[src/rtl/gate_unit_arbiter_if.sv]
// gate_unit_arbiter_if: request/response bundle between NREQ requesters and the shared gate unit.
interface gate_unit_arbiter_if #(parameter int NREQ = 4, parameter int WIDTH = 8);
  localparam int IDW = $clog2(NREQ);
  logic [NREQ-1:0] req_valid, req_ready;
  logic [3*NREQ-1:0] req_op;
  logic [WIDTH*NREQ-1:0] req_A, req_B;
  logic rsp_valid, rsp_ready, rsp_err;
  logic [WIDTH-1:0] rsp_y;
  logic [IDW-1:0] rsp_id;
  modport master(output req_valid, req_op, req_A, req_B, rsp_ready,
                 input req_ready, rsp_valid, rsp_y, rsp_id, rsp_err);
  modport slave(input req_valid, req_op, req_A, req_B, rsp_ready,
                output req_ready, rsp_valid, rsp_y, rsp_id, rsp_err);
endinterface

[src/rtl/gate_unit_arbiter.sv]
// gate_unit_arbiter: round-robin shared 7-function gate unit with registered response.
// Optional GATE_ARB_PERF_EN adds saturating grant_count/illegal_count outputs.
module gate_unit_arbiter #(parameter int NREQ = 4, parameter int WIDTH = 8) (
  input logic clk,
  input logic rst_n,
  gate_unit_arbiter_if.slave bus
`ifdef GATE_ARB_PERF_EN
  ,
  output logic [15:0] grant_count,
  output logic [7:0] illegal_count
`endif
);
  localparam int IDW = $clog2(NREQ);
  typedef enum logic {IDLE, RESP} state_t;
  state_t state_q;
  logic [IDW-1:0] rr_q, rr_d, gnt, idx, id_q;
  logic found, xfer, err_d, err_q, valid_q;
  logic [2:0] op;
  logic [WIDTH-1:0] a, b, y_d, y_q;
  logic [2:0] op_a [NREQ];
  logic [WIDTH-1:0] a_a [NREQ];
  logic [WIDTH-1:0] b_a [NREQ];
  for (genvar i = 0; i < NREQ; i++) begin : g_slice
    assign op_a[i] = bus.req_op[3*i +: 3];
    assign a_a[i] = bus.req_A[WIDTH*i +: WIDTH];
    assign b_a[i] = bus.req_B[WIDTH*i +: WIDTH];
  end
  // Scan from the highest offset down so the lowest offset from rr_q wins.
  always_comb begin
    found = 1'b0;
    gnt = '0;
    idx = '0;
    for (int k = NREQ - 1; k >= 0; k--) begin
      idx = IDW'((int'(rr_q) + k) % NREQ);
      if (bus.req_valid[idx]) begin
        found = 1'b1;
        gnt = idx;
      end
    end
  end
  assign xfer = (state_q == IDLE) && found;
  assign rr_d = (gnt == IDW'(NREQ - 1)) ? '0 : gnt + 1'b1;
  assign op = op_a[gnt];
  assign a = a_a[gnt];
  assign b = b_a[gnt];
  assign err_d = (op == 3'd7);
  always_comb begin
    y_d = (op == 3'd0) ? (a & b) :
          (op == 3'd1) ? (a | b) :
          (op == 3'd2) ? ~a :
          (op == 3'd3) ? ~(a & b) :
          (op == 3'd4) ? ~(a | b) :
          (op == 3'd5) ? (a ^ b) :
          (op == 3'd6) ? ~(a ^ b) : '0;
  end
  assign bus.req_ready = xfer ? (NREQ'(1) << gnt) : '0;
  assign bus.rsp_valid = valid_q;
  assign bus.rsp_y = y_q;
  assign bus.rsp_id = id_q;
  assign bus.rsp_err = err_q;
  always_ff @(posedge clk or negedge rst_n) begin
    if (!rst_n) begin
      state_q <= IDLE;
      rr_q <= '0;
      valid_q <= 1'b0;
      y_q <= '0;
      id_q <= '0;
      err_q <= 1'b0;
    end else if (xfer) begin
      y_q <= y_d;
      err_q <= err_d;
      id_q <= gnt;
      valid_q <= 1'b1;
      rr_q <= rr_d;
      state_q <= RESP;
    end else if (state_q == RESP && bus.rsp_ready) begin
      valid_q <= 1'b0;
      state_q <= IDLE;
    end
  end
`ifdef GATE_ARB_PERF_EN
  logic [15:0] gcnt_q;
  logic [7:0] icnt_q;
  always_ff @(posedge clk or negedge rst_n) begin
    if (!rst_n) begin
      gcnt_q <= '0;
      icnt_q <= '0;
    end else if (xfer) begin
      if (gcnt_q != '1) gcnt_q <= gcnt_q + 1'b1;
      if (err_d && icnt_q != '1) icnt_q <= icnt_q + 1'b1;
    end
  end
  assign grant_count = gcnt_q;
  assign illegal_count = icnt_q;
`endif
endmodule
[src/flat_wrapper.sv]
// flat-port wrapper written by rule: the top's interface ports become plain ports
module gate_unit_arbiter_flat 
#(parameter int NREQ = 4, parameter int WIDTH = 8)
  (clk, rst_n, bus_req_valid, bus_req_op, bus_req_A, bus_req_B, bus_rsp_ready, bus_req_ready, bus_rsp_valid, bus_rsp_y, bus_rsp_id, bus_rsp_err);
  gate_unit_arbiter_if #(.NREQ(NREQ), .WIDTH(WIDTH)) bus_i ();
  input logic clk;
  input logic rst_n;
  input wire logic [$bits(bus_i.req_valid)-1:0] bus_req_valid;
  input wire logic [$bits(bus_i.req_op)-1:0] bus_req_op;
  input wire logic [$bits(bus_i.req_A)-1:0] bus_req_A;
  input wire logic [$bits(bus_i.req_B)-1:0] bus_req_B;
  input wire logic [$bits(bus_i.rsp_ready)-1:0] bus_rsp_ready;
  output wire logic [$bits(bus_i.req_ready)-1:0] bus_req_ready;
  output wire logic [$bits(bus_i.rsp_valid)-1:0] bus_rsp_valid;
  output wire logic [$bits(bus_i.rsp_y)-1:0] bus_rsp_y;
  output wire logic [$bits(bus_i.rsp_id)-1:0] bus_rsp_id;
  output wire logic [$bits(bus_i.rsp_err)-1:0] bus_rsp_err;
  assign bus_i.req_valid = bus_req_valid;
  assign bus_i.req_op = bus_req_op;
  assign bus_i.req_A = bus_req_A;
  assign bus_i.req_B = bus_req_B;
  assign bus_i.rsp_ready = bus_rsp_ready;
  assign bus_req_ready = bus_i.req_ready;
  assign bus_rsp_valid = bus_i.rsp_valid;
  assign bus_rsp_y = bus_i.rsp_y;
  assign bus_rsp_id = bus_i.rsp_id;
  assign bus_rsp_err = bus_i.rsp_err;
  gate_unit_arbiter #(.NREQ(NREQ), .WIDTH(WIDTH)) u_core (.clk(clk), .rst_n(rst_n), .bus(bus_i));
endmodule
[config.mk]
export PLATFORM = sky130hd
export DESIGN_NAME = gate_unit_arbiter_flat
export DESIGN_NICKNAME = d
export VERILOG_FILES = /design/src/rtl/gate_unit_arbiter_if.sv /design/src/rtl/gate_unit_arbiter.sv /design/src/flat_wrapper.sv
export SDC_FILE = /design/constraint.sdc
export NUM_CORES = 1
export LEC_CHECK = 0
export CORE_MARGIN = 4
export CORE_UTILIZATION = 30
export CTS_CLUSTER_SIZE = 12
export DETAILED_ROUTE_END_ITERATION = 10
export HOLD_SLACK_MARGIN = 0.05
export PLACE_DENSITY = 0.73
export SYNTH_ARGS = -nofsm -noshare
export SYNTH_HDL_FRONTEND = slang
export SYNTH_SLANG_ARGS = --single-unit
[constraint.sdc]
create_clock -name clk -period 4.25 [get_ports clk]
set_input_delay 0.85 -clock clk [delete_from_list [all_inputs] [get_ports clk]]
set_output_delay 0.85 -clock clk [all_outputs]
set_load 0.1 [all_outputs]
==> flow_metrics.tcl <==
set metrics [dict create \
    yosys_warnings 0 \
    slowest_delay_ns 0.48 \
    layout_commonest_cell "clkdlybuf4s50_1" \
    worstSkewPairLatency_ns 0.25 \
    worst_pin_slew_ns 1.00 \
    grt_max_degree 29 \
    post-route-period-util 0.906 \
    synthDistinctLibCells 41 \
    dr.pass1.iters 4 \
    dieArea_sq_um 8520 \
    cpLargestDelayFamily "buffers and inverters" \
    setup_viol 0 \
    setup-tns-final_ns 0 \
    port_buffers 98 \
    placedInstanceArea_sq_um 3230 \
    fin_nets 471 \
    drtAntennaViolNets 0 \
    first_iter_violations 107 \
    cp.required_ns 3.40 \
    drive_gt1_frac 0.0708 \
    crit_type "input port to output pin" \
    drc_errors 0 \
    start_kind "input port" \
    cts_buffer_depth 2 \
    root_buffer "clkbuf_8" \
    leakage_nw 1.47 \
    vdd_drop_max_uv 289 \
    final_hold_viol_count 0 \
    grt-ovfl-total 0 \
    slew-limit-headroom 0.331 \
    finClkSkew_ns 0.00125 \
    cts.sinks 14 \
    final_cell_mix "clkdlybuf4s50_1, nand2_1, mux2i_1" \
    maxCapViolations 0 \
    num_vias 2387 \
    syn_to_final_growth_pct 53.9 \
    gp_congestion 0.771 \
    cts_max_level 1 \
    tritoncts "yes" \
    start_util 0.312 \
    grt_pass1_wl_um 11900 \
    cp.buffers_inverters 3 \
    synthCells 278 \
    crit_slowest_cell "clkdlybuf4s50_1" \
    outcome "finished, final reports clean" \
    grt_pass1_vias 2394 \
    design_area_sq_um 3280 \
    grt.total_usage 0.170 \
    num_io_pins 99 \
    ctsResizeCount 0 \
    antenna_found_initial 0 \
    finalCriticalPeriod_ns 3.85 \
    die_w_um 92.3 \
    slew_violations 0 \
    syn_area_per_cell_sq_um 7.67 \
    grt_setup_unrepaired "no" \
    yosysSeqAreaShare 0.164 \
    min_path_type "register to register" \
    p_per_area_nw_per_um2 615 \
    dp_hpwl_um 5580 \
    die_y_um 92.3 \
    fmax_mhz 260 \
    end_kind "output pin" \
    critPathMaxFanout 11 \
    finalWirelength_um 7190 \
    antenna_cells 0 \
    crit_chain "clkdlybuf4s50_1 > a21oi_2 > o21ai_2 > a21oi_4 > clkinv_1 > ha_1 > and2_1 > buf_12" \
    syn_area_sq_um 2130 \
    crit_arrival_ns 3.00 \
    drt-wirelength-per-cell_um 15.5 \
    routed_via_density 5.16 \
    cts_hold_buf 0 \
    rows 30 \
    post_cts.repair.setup_buffers 0 \
    cts-buffers-inserted 3 \
    coreArea_sq_um 6830 \
    path_clk_slew_ns 0.06 \
    syn-num-nets 381 \
    ys_seq_elements 14 \
]
per-layer routing:
layer | part of all wire | GRT usage | wire, um
met3 | 0.059 | 0.0341 | 423
met5 | 0 | 0 | 0
met1 | 0.42 | 0.201 | 3010
met2 | 0.51 | 0.314 | 3640
met4 | 0.016 | 0.0396 | 114
registers in the layout, summed over array words and instances (netlist names):
| signal | flops |
|---|---|
| u_core.bus.rsp_err | 1 |
| u_core.bus.rsp_y | 8 |
| u_core.bus.rsp_id | 2 |
| u_core.bus.rsp_valid | 1 |
| u_core.rr_q | 2 |
cell families (layout without fill, tap and decap cells):
kind of cell	Yosys count	after routing	synth area share
flops	14	14	0.164
fa+ha+maj	20	20	0.117
mux	45	45	0.217
compound gates	64	64	0.219
simple gates	94	94	0.197
buf+inv	41	130	0.0851
cell type report:
cell class / instances / area, sq um
multi-input combinational: 223 / 1600
clock buffer: 4 / 55.1
timing repair buffer: 105 / 1070
fill: 681 / 3550
sequential: 14 / 350
tap: 96 / 120
inverter: 21 / 81.3
where the power goes:
part           internal [mW]  switching [mW]  leakage [nW]
Combinational          0.595            1.05          1.26
Clock                 0.0823          0.0551        0.0288
Sequential             0.188          0.0458         0.172
metrics by stage:
step                power [mW]  instances  setup slack, ns   util  hold WS, ns
CTS                       2.02        463            0.424  0.480        0.494
global placement          1.83        459            0.496  0.472        0.463
detailed placement        1.88        459            0.394  0.472        0.478
global route              2.19        463            0.309  0.480        0.520
floorplan                 1.47        278            0.496      -        0.531
finish                    2.02        463            0.399  0.480        0.488
worst min-delay path: stages, from the launching register on:
cell and delay [ns]:
dfrtp_1 0.35, nand2_1 0.05, o31ai_1 0.06
worst paths after layout:
check / startpoint / to / slack [ns] / depth (start not counted)
min in group asynchronous: rst_n / u_core.bus.rsp_valid$_DFFE_PN0P_ / 1.03 / 1
hold reg to reg: u_core.bus.rsp_err$_DFFE_PN0P_ / u_core.bus.rsp_err$_DFFE_PN0P_ / 0.49 / 2
setup / recovery: bus_req_valid[0] / bus_req_ready[1] / 0.40 / 8
setup reg to reg: u_core.rr_q[1]$_DFFE_PN0P_ / u_core.bus.rsp_y[5]$_DFFE_PN0P_ / 1.36 / 9
hold / removal: u_core.bus.rsp_err$_DFFE_PN0P_ / u_core.bus.rsp_err$_DFFE_PN0P_ / 0.49 / 2
max in group asynchronous: rst_n / u_core.bus.rsp_y[1]$_DFFE_PN0P_ / 2.76 / 1
synth_stat cells, drive strengths merged:
cell type  instances  area share
nor4               2      0.0059
o41a               3       0.016
nor2               7       0.012
a211o              2      0.0082
a21oi             19       0.052
o32ai              2      0.0082
nand2b             1      0.0029
o31ai              2      0.0070
a22oi              6       0.021
mux2               3       0.016
ha                20        0.12
o221a              1      0.0053
clkbuf             7       0.012
o211ai             2      0.0070
dfrtp             14        0.16
inv               20       0.036
nand3             16       0.038
a211oi             2      0.0070
a311oi             4       0.016
o21ai             10       0.025
clkinv             1      0.0018
and3               4       0.012
nand2             52       0.092
o221ai             2      0.0082
nand4              2      0.0059
and2               5       0.015
or2                1      0.0029
a311o              2      0.0094
a32oi              7       0.029
buf               13       0.035
nor2b              4       0.012
mux2i             42        0.20
No activity file was read; power rests on OpenSTA's default activity.
